### config.mk
export PLATFORM = sky130hd
export DESIGN_NAME = if_fetch_stage
export DESIGN_NICKNAME = d
export VERILOG_FILES = /design/src/rtl/if_pkg.sv /design/src/rtl/if_hold_buf.sv /design/src/rtl/if_fetch_stage.sv
export SDC_FILE = /design/constraint.sdc
export NUM_CORES = 1
export LEC_CHECK = 0
export CAP_MARGIN = 15
export CORE_AREA = 2 2 141 143
export DETAILED_ROUTE_END_ITERATION = 8
export DIE_AREA = 0 0 143 145
export PLACE_DENSITY = 0.8
export SYNTH_ARGS = -nofsm -noshare
export SYNTH_HDL_FRONTEND = slang
export SYNTH_SLANG_ARGS = --single-unit
### constraint.sdc
create_clock -name clk -period 4.4 [get_ports clk]
set_input_delay 1.1 -clock clk [delete_from_list [all_inputs] [get_ports clk]]
set_output_delay 1.1 -clock clk [all_outputs]
set_load 0.02 [all_outputs]
### src/rtl/if_pkg.sv
// if_pkg: shared types and constants for the instruction-fetch stage.
package if_pkg;

   // Width of the PC fields carried in if_id_t. The top-level XLEN must match it.
   localparam int          IF_XLEN   = 32;
   localparam logic [31:0] NOP_INSTR = 32'h0000_0013;

   typedef enum logic [1:0] {
      IDLE  = 2'd0,
      FETCH = 2'd1,
      WAIT  = 2'd2,
      HOLD  = 2'd3
   } if_state_e;

   typedef struct packed {
      logic               valid;
      logic [IF_XLEN-1:0] pc;
      logic [IF_XLEN-1:0] pc_plus4;
      logic [31:0]        instr;
   } if_id_t;

endpackage

### src/rtl/if_hold_buf.sv
// if_hold_buf: one-entry buffer that parks a fetch response while decode is stalled.
module if_hold_buf
   import if_pkg::*;
(
   input  logic   clk,
   input  logic   reset,
   input  logic   load,
   input  logic   drain,
   input  logic   flush,
   input  if_id_t din,
   output logic   valid,
   output if_id_t dout
);

   // Occupancy: reset, flush and drain empty the entry; load fills it.
   always_ff @(posedge clk) begin
      if (reset || flush || drain) valid <= 1'b0;
      else if (load)               valid <= 1'b1;
   end

   // Payload is only captured; occupancy qualifies it, so no reset is needed.
   always_ff @(posedge clk) begin
      if (load) dout <= din;
   end

endmodule

### src/rtl/if_fetch_stage.sv
// if_fetch_stage: owns the fetch PC, keeps at most one imem request in flight
// and loads the IF/ID register. Handles decode stalls and redirects.
// Optional feature: define IF_PERF_CNT_EN to add fetch/stall performance counters.
module if_fetch_stage
   import if_pkg::*;
#(
   parameter int              XLEN     = IF_XLEN,
   parameter logic [XLEN-1:0] RESET_PC = '0
) (
   input  logic            clk,
   input  logic            reset,
   output logic            imem_req,
   output logic [XLEN-1:0] imem_addr,
   input  logic            imem_rvalid,
   input  logic [31:0]     imem_rdata,
   input  logic            stall_id,
   input  logic            redirect_valid,
   input  logic [XLEN-1:0] redirect_pc,
`ifdef IF_PERF_CNT_EN
   output logic [31:0]     perf_fetch_cnt,
   output logic [31:0]     perf_stall_cnt,
`endif
   output logic            if_id_valid,
   output logic [XLEN-1:0] if_id_pc,
   output logic [XLEN-1:0] if_id_pc_plus4,
   output logic [31:0]     if_id_instr
);

   localparam logic [XLEN-1:0] ALIGN_MASK = ~XLEN'(3);
   localparam logic [XLEN-1:0] PC_STEP    = XLEN'(4);

   if_state_e       state;
   logic [XLEN-1:0] fetch_pc;
   logic [XLEN-1:0] fetch_pc_next;
   logic [XLEN-1:0] redirect_tgt;
   logic            kill;
   if_id_t          if_id_p1;
   if_id_t          resp_entry;
   if_id_t          hold_entry;
   logic            hold_valid;
   logic            resp_live;
   logic            resp_load;
   logic            resp_buffer;
   logic            hold_drain;
   logic            if_id_load;

   // A response is live only in WAIT and only if no earlier redirect killed it.
   assign fetch_pc_next = fetch_pc + PC_STEP;
   assign redirect_tgt  = redirect_pc & ALIGN_MASK;
   assign resp_live     = (state == WAIT) && imem_rvalid && !kill;
   assign resp_load     = resp_live && !stall_id;
   assign resp_buffer   = resp_live && stall_id;
   assign hold_drain    = (state == HOLD) && hold_valid && !stall_id;
   assign if_id_load    = !redirect_valid && (resp_load || hold_drain);

   // Back-to-back issue: on a loading response the next request uses the incremented PC.
   assign imem_req   = ((state == FETCH) || resp_load) && !redirect_valid;
   assign imem_addr  = (resp_load ? fetch_pc_next : fetch_pc) & ALIGN_MASK;
   assign resp_entry = '{valid: 1'b1, pc: fetch_pc, pc_plus4: fetch_pc_next, instr: imem_rdata};

   if_hold_buf u_hold_buf (
      .clk   (clk),
      .reset (reset),
      .load  (resp_buffer && !redirect_valid),
      .drain (hold_drain && !redirect_valid),
      .flush (redirect_valid),
      .din   (resp_entry),
      .valid (hold_valid),
      .dout  (hold_entry)
   );

   // Fetch control FSM: redirect overrides every state; a redirect with a request
   // still in flight arms kill so the stale response is swallowed later.
   always_ff @(posedge clk) begin
      if (reset) begin
         state    <= IDLE;
         fetch_pc <= RESET_PC & ALIGN_MASK;
         kill     <= 1'b0;
      end else if (redirect_valid) begin
         fetch_pc <= redirect_tgt;
         if ((state == WAIT) && !imem_rvalid) begin
            kill  <= 1'b1;
            state <= WAIT;
         end else begin
            kill  <= 1'b0;
            state <= FETCH;
         end
      end else begin
         case (state)
            IDLE:  state <= FETCH;
            FETCH: state <= WAIT;
            WAIT: begin
               if (imem_rvalid) begin
                  if (kill) begin
                     kill  <= 1'b0;
                     state <= FETCH;
                  end else begin
                     fetch_pc <= fetch_pc_next;
                     state    <= stall_id ? HOLD : WAIT;
                  end
               end
            end
            HOLD:    if (!stall_id) state <= FETCH;
            default: state <= IDLE;
         endcase
      end
   end

   // IF/ID register: flush beats stall, stall freezes, otherwise load or insert a bubble.
   always_ff @(posedge clk) begin
      if (reset) begin
         if_id_p1 <= '{valid: 1'b0, pc: '0, pc_plus4: PC_STEP, instr: NOP_INSTR};
      end else if (redirect_valid) begin
         if_id_p1.valid <= 1'b0;
         if_id_p1.instr <= NOP_INSTR;
      end else if (stall_id) begin
         if_id_p1 <= if_id_p1;
      end else if (resp_load) begin
         if_id_p1 <= resp_entry;
      end else if (hold_drain) begin
         if_id_p1 <= hold_entry;
      end else begin
         if_id_p1.valid <= 1'b0;
         if_id_p1.instr <= NOP_INSTR;
      end
   end

   assign if_id_valid    = if_id_p1.valid;
   assign if_id_pc       = if_id_p1.pc;
   assign if_id_pc_plus4 = if_id_p1.pc_plus4;
   assign if_id_instr    = if_id_p1.instr;

`ifdef IF_PERF_CNT_EN
   // Free-running wrap-around counters of delivered instructions and stalled live cycles.
   always_ff @(posedge clk) begin
      if (reset) begin
         perf_fetch_cnt <= '0;
         perf_stall_cnt <= '0;
      end else begin
         if (if_id_load)              perf_fetch_cnt <= perf_fetch_cnt + 32'd1;
         if (stall_id && if_id_valid) perf_stall_cnt <= perf_stall_cnt + 32'd1;
      end
   end
`endif

endmodule

# After elaboration in Yosys (flattened, before gate mapping)

Cells that the tools add are included.

Word-level logic and storage cells: 69
Output and inout port bits: 130
Register bits after elaboration: 229
Input bits: 69

Mux-type cells: 20
Reduce and logical (&&, ||, !) cells: 27
Bitwise logic cells: 3
Add/sub/neg operators: 1
Eq/ne operators: 6

Operator list:

| cell                                                 | number |
|---|---|
| 2-to-1 mux 32 bit                                    | 6 |
| 2-to-1 mux 97 bit                                    | 1 |
| 2-to-1 mux 64 bit                                    | 1 |
| adder 32 x 3 -> 32 bit (second input constant)       | 1 |
| logical AND 1 bit                                    | 10 |
| 2-to-1 mux 2 bit                                     | 5 |
| AND reduction 3 bit                                  | 3 |
| one-hot mux 2 bit (4 select lines)                   | 1 |
| 2-to-1 mux 1 bit                                     | 6 |
| inequality test 3 bit (second input constant)        | 2 |
| nonzero test 2 bit                                   | 3 |
| equality test 2 bit (second input constant)          | 2 |
| logical NOT 1 bit                                    | 4 |
| AND reduction 2 bit                                  | 2 |
| logical OR 1 bit                                     | 3 |
| NOT 1 bit                                            | 3 |
| equality test 2 x 1 -> 1 bit (second input constant) | 1 |
| logical NOT 2 bit                                    | 1 |
| inequality test 2 bit (second input constant)        | 1 |
| OR reduction 2 bit                                   | 1 |

# Longest topological paths before layout

Depth after elaboration: 6
Gate-level depth with buffers: 10
Mapped depth without buffers: 7

# By module

A second synthesis with hierarchy kept.

Cells, all modules: 1006
Area, all modules: 10048.4 µm²

Modules (own cells, without submodules):

| module         | cells each | times used | area each (µm²) | seq. area each (µm²) |
|---|---|---|---|---|
| if_fetch_stage | 906        | 1          | 7099.3          | 2602.5 |
| if_hold_buf    | 100        | 1          | 2949.1          | 2932.8 |

# Least setup slack after synthesis

Ideal clock, no wire load.

Path type: input port to flip-flop
From: input imem_rvalid
To: register u_hold_buf.dout[0] (netlist name) (enable)
Data arrival time: 3670 ps
Setup time: 445 ps
Path buffers: 2
Setup slack: 284 ps
Cell stages on the path: 5
Required time: 3955 ps
Path through: and3b_1 buf_2 buf_1 nand3b_1 inv_1

Word-level cells in the longest chain between the ends: 4

Ends and longest elaborated chain:

| what                           | line                 | text |
|---|---|---|
| start, declared                | if_fetch_stage.sv:14 | `input logic imem_rvalid,` |
| logical AND 1 bit (2 in a row) | if_fetch_stage.sv:50 | `assign resp_live = (state == WAIT) && imem_rvalid && !kill;` |
| logical AND 1 bit              | if_fetch_stage.sv:52 | `assign resp_buffer = resp_live && stall_id;` |
| logical AND 1 bit              | if_fetch_stage.sv:64 | `.load (resp_buffer && !redirect_valid),` |
| net u_hold_buf.load            | if_hold_buf.sv:7     | `input logic load,` |
| end signal, assigned           | if_hold_buf.sv:23    | `if (load) dout <= din;` |
| end, declared                  | if_hold_buf.sv:12    | `output if_id_t dout` |

The timed path passes the listed nets, and every way through them passes these cells.
A chain may end at the register's enable or synchronous reset.

# Final worst setup path

From: input imem_rvalid
To: output imem_addr[31]

Word-level cells in the longest chain between the ends: 4

Ends and longest elaborated chain:

| what                           | line                 | text |
|---|---|---|
| logical AND 1 bit (2 in a row) | if_fetch_stage.sv:50 |  |
| logical AND 1 bit              | if_fetch_stage.sv:51 | `assign resp_load = resp_live && !stall_id;` |
| 2-to-1 mux 32 bit              | if_fetch_stage.sv:58 | `assign imem_addr = (resp_load ? fetch_pc_next : fetch_pc) & ALIGN_MASK;` |
| end, declared                  | if_fetch_stage.sv:13 | `output logic [XLEN-1:0] imem_addr,` |

Every way passes these cells.

==> impl_results.rst <==
.. list-table::
   :header-rows: 1

   * - Metric
     - Value
   * - Most used flip-flop cell after synthesis
     - sky130_fd_sc_hd__dfxtp_1
   * - CTS HTree Levels
     - 1
   * - CTS tree
     - yes
   * - Layout filler cell count
     - 1,506
   * - Starting Density
     - 51.38%
   * - Minimum clock period after layout
     - 4322 ps
   * - Share of the clock period used by the worst path after layout
     - 98.24%
   * - Delay contributed by the slowest stage of the critical path
     - 630 ps
   * - Count of flip-flops with a built-in enable after synthesis
     - 92
   * - Final net count
     - 1,236
   * - CTS root buf
     - sky130_fd_sc_hd__clkbuf_16
   * - Synth Area per Inst
     - 9.919 um2
   * - Via density per instance
     - 5.639
   * - Fraction of synthesized cell area taken by the top area cell type
     - 27.99%
   * - Async set or reset register ratio after synthesis
     - 0%
   * - Highest net fanout along the worst path
     - 15
   * - Count of final max-slew check failures
     - 0
   * - Placed Cells incl. Taps
     - 1,399
   * - Number of distinct library cell variants in the gate-level netlist after synthesis
     - 60
   * - Setup CP Type
     - input port to primary output
   * - Max Clk Rate
     - 0.2314 GHz
   * - Vias
     - 8,154
   * - Area taken by multi-input logic gates
     - 4030 um2
   * - Post-detail-place hpwl
     - 17,350 um
   * - Min-delay worst type
     - flip-flop to flip-flop
   * - LEAKAGE
     - 0.004772 uW
   * - Critical path's slowest cell
     - sky130_fd_sc_hd__clkdlybuf4s50_1
   * - # clock sinks
     - 219
   * - Number of port buffers
     - 190
   * - Router iterations before antenna repair
     - 6
   * - CTS buffer count
     - 24
   * - Layout Cell Area excl Fill
     - 12,910 um2
   * - Kind of end point of the critical path
     - primary output
   * - Placement Cell Area
     - 12,050 um2
   * - Global-route wire length before repair
     - 41,590 um
   * - Final Power
     - 4552 uW
   * - Proportion of layout cells with a drive suffix above 1
     - 10.16%
   * - Fraction of the yosys area taken by sequential cells
     - 53.75%
   * - Antenna violations before repair
     - 0
   * - Clock tree skew after final layout
     - 13.21 ps
   * - Transition at the pin with the smallest max-transition slack
     - 745.7 ps
   * - Outcome
     - finished, final reports clean
   * - Max capacitance violation total
     - 0
   * - Area contributors post-synth
     - sky130_fd_sc_hd__edfxtp_1, sky130_fd_sc_hd__dfxtp_1, sky130_fd_sc_hd__nand2_1
   * - Post-Syn Area
     - 9869 um2
   * - Final estimated routing congestion in global placement
     - 0.8473
   * - Total routing usage reported by global routing
     - 25.02%
   * - Global route overflow
     - 0
   * - Yosys warns
     - 0
   * - Drt wl/cell
     - 18.22 um
   * - Worst max-slew margin expressed relative to the limit
     - 50.29%
   * - Largest net degree at the start of global routing
     - 85
   * - Crit path arrival time
     - 3220 ps
   * - Data required time at the worst endpoint
     - 3300 ps
   * - Die area
     - 20,740 um2
   * - Syn-to-layout area delta
     - 30.79%
   * - Cell Rows
     - 51
   * - Clock buffer depth
     - 3
   * - Setup slack of the critical path after layout
     - 77.65 ps
   * - Clock-pin transition on the worst setup and hold timing paths
     - 60 ps
   * - Setup crit start kind
     - input port
   * - #FFs+latches synth
     - 219
   * - Die Height
     - 145 um
   * - Wirelength, routed
     - 26,350 um
   * - Count of endpoints failing setup in the final report
     - 0
   * - Metal-1 WL
     - 11,170 um
   * - Power per unit of standard cell area
     - 352.7 nW/um2
   * - Sequential Area
     - 5306 um2
   * - IO Count
     - 199
   * - Cells after synthesis
     - 995
   * - Unrepaired setup endpoints after global routing
     - true
   * - Met3 wire length
     - 2259 um
   * - Die X
     - 143 um
   * - Uppermost routed layer
     - met4
   * - Core Box Area
     - 19,210 um2
   * - DRC violations left
     - 0
   * - Routed Antenna Nets
     - 0
   * - Most common cell on crit path
     - sky130_fd_sc_hd__clkdlybuf4s50_1
   * - First DRT Iteration DRCs
     - 796
   * - Hold path depth
     - 2
   * - Cell type with the largest total area after synthesis
     - sky130_fd_sc_hd__edfxtp_1
   * - Ordered cell list for the critical path
     - clkdlybuf4s50_1, nand3_2, buf_4, nor3_1, xor2_1, clkdlybuf4s50_1
   * - Final Hold Fails
     - 0
   * - Peak supply drop
     - 0.3020 mV
   * - Worst Reg2Reg Path Length in Cells
     - 8
   * - Post-placement worst setup slack
     - -46.82 ps
   * - Worst-skew pair later-pin latency
     - 510 ps
   * - Total met2 wirelength after detailed routing
     - 12,190 um
   * - Via count of the first global-routing pass
     - 7,835
   * - Post-route non-filler standard cell count
     - 1,446
   * - Number of diodes added for antenna fixing
     - 0
==> cell type report <==
cell class / count / share of cell area [%]
multi-input cells: 647 / 31.22
repair buffers: 241 / 18.06
clock inverters: 10 / 0.9014
flip-flops and latches: 219 / 41.11
inverters: 30 / 0.8917
well taps: 265 / 2.569
clock buffers: 34 / 5.253
==> cell families after synthesis <==
group	after synthesis	synth area share [%]
compound gates	177	12.84
other cells	1	0.03800
mux	8	0.8114
flops	219	53.75
fa+ha+maj	4	0.5071
simple gates	373	18.86
xor+xnor	79	7.011
buf+inv	134	6.174
==> stage by stage <==
stage	hold WS, ps	TNS, ps	utilization [%]
2_1_floorplan	402.9	0	-
3_3_place_gp	440.4	0	62.76
3_5_place_dp	445.6	-113.9	62.76
4_1_cts	452.4	0	66.93
5_1_grt	468.7	-9.602	67.21
6_report	448.8	0	67.21
==> sequential cells by signal, summed over array words and instances, names as in the netlist <==
register,cells
fetch_pc,30
if_id_instr,32
if_id_pc,30
if_id_pc_plus4,30
if_id_valid,1
kill,1
state,2
u_hold_buf.dout,92
u_hold_buf.valid,1
==> critical path: cells and delay by family <==
kind	cells	cell delay, ps
buf+inv	3	1480
simple gates	2	440
xor+xnor	1	190
==> what timing repair did <==
item,CTS,global route
hold buffers,0,0
gates cloned,0,0
setup endpoints to repair,5,13
buffers inserted,1,2
pin swaps,0,1
gates resized for setup,0,12
==> per-layer routing <==
layer  vias to the layer above  GRT usage [%]
li1                       3855              -
met1                      3904          34.00
met2                       342          39.52
met3                        53          6.106
met4                         0          7.673
met5                         -              0
==> where the power goes <==
part	total (uW)	switching (uW)	internal, uW	leakage (uW)
combinational	376	201	175	0.00251
sequential	2180	34.0	2150	0.00187
clock	2000	801	1190	0.000388
==> final timing paths <==
kind	from	endpoint	slack, ps
min reg2reg	if_id_pc_plus4[9]	if_id_pc_plus4[9]	450
max reg2reg	state[0]	fetch_pc[25]	1900
max	imem_rvalid	imem_addr[31]	80
min	if_id_pc_plus4[9]	if_id_pc_plus4[9]	450
==> cells in the final DEF (no fill, tap or decap), types with 14 or more instances in the layout <==
master | netlist | layout
sky130_fd_sc_hd__nor2b_1 | 18 | 18
sky130_fd_sc_hd__a221oi_1 | 14 | 14
sky130_fd_sc_hd__clkbuf_16 | 0 | 24
sky130_fd_sc_hd__nor3_1 | 36 | 36
sky130_fd_sc_hd__o21a_1 | 16 | 16
sky130_fd_sc_hd__a21oi_1 | 45 | 45
sky130_fd_sc_hd__clkdlybuf4s50_1 | 0 | 180
sky130_fd_sc_hd__nand2_1 | 120 | 120
sky130_fd_sc_hd__dfxtp_1 | 127 | 126
sky130_fd_sc_hd__xnor2_1 | 36 | 36
sky130_fd_sc_hd__a222oi_1 | 15 | 15
sky130_fd_sc_hd__nand3_1 | 20 | 19
sky130_fd_sc_hd__a311oi_1 | 31 | 31
sky130_fd_sc_hd__nor2_1 | 99 | 98
sky130_fd_sc_hd__edfxtp_1 | 92 | 92
sky130_fd_sc_hd__buf_4 | 17 | 48
sky130_fd_sc_hd__xor2_1 | 43 | 43
sky130_fd_sc_hd__inv_1 | 30 | 29
==> synthesized netlist by cell type, types with 11 or more instances <==
cell,instances
sky130_fd_sc_hd__a222oi_1,15
sky130_fd_sc_hd__a311oi_1,31
sky130_fd_sc_hd__o22ai_1,11
sky130_fd_sc_hd__xnor2_1,36
sky130_fd_sc_hd__buf_2,28
sky130_fd_sc_hd__buf_4,17
sky130_fd_sc_hd__nor2_1,99
sky130_fd_sc_hd__clkbuf_1,53
sky130_fd_sc_hd__nor3_1,36
sky130_fd_sc_hd__nand3_1,20
sky130_fd_sc_hd__edfxtp_1,92
sky130_fd_sc_hd__nor2b_1,18
sky130_fd_sc_hd__a21oi_1,45
sky130_fd_sc_hd__nand4_1,11
sky130_fd_sc_hd__xor2_1,43
sky130_fd_sc_hd__inv_1,30
sky130_fd_sc_hd__a221oi_1,14
sky130_fd_sc_hd__a211oi_1,12
sky130_fd_sc_hd__o21a_1,16
sky130_fd_sc_hd__dfxtp_1,127
sky130_fd_sc_hd__o21ai_0,11
sky130_fd_sc_hd__nand2_1,120
Note: power is estimated with default switching activity, not from simulation.
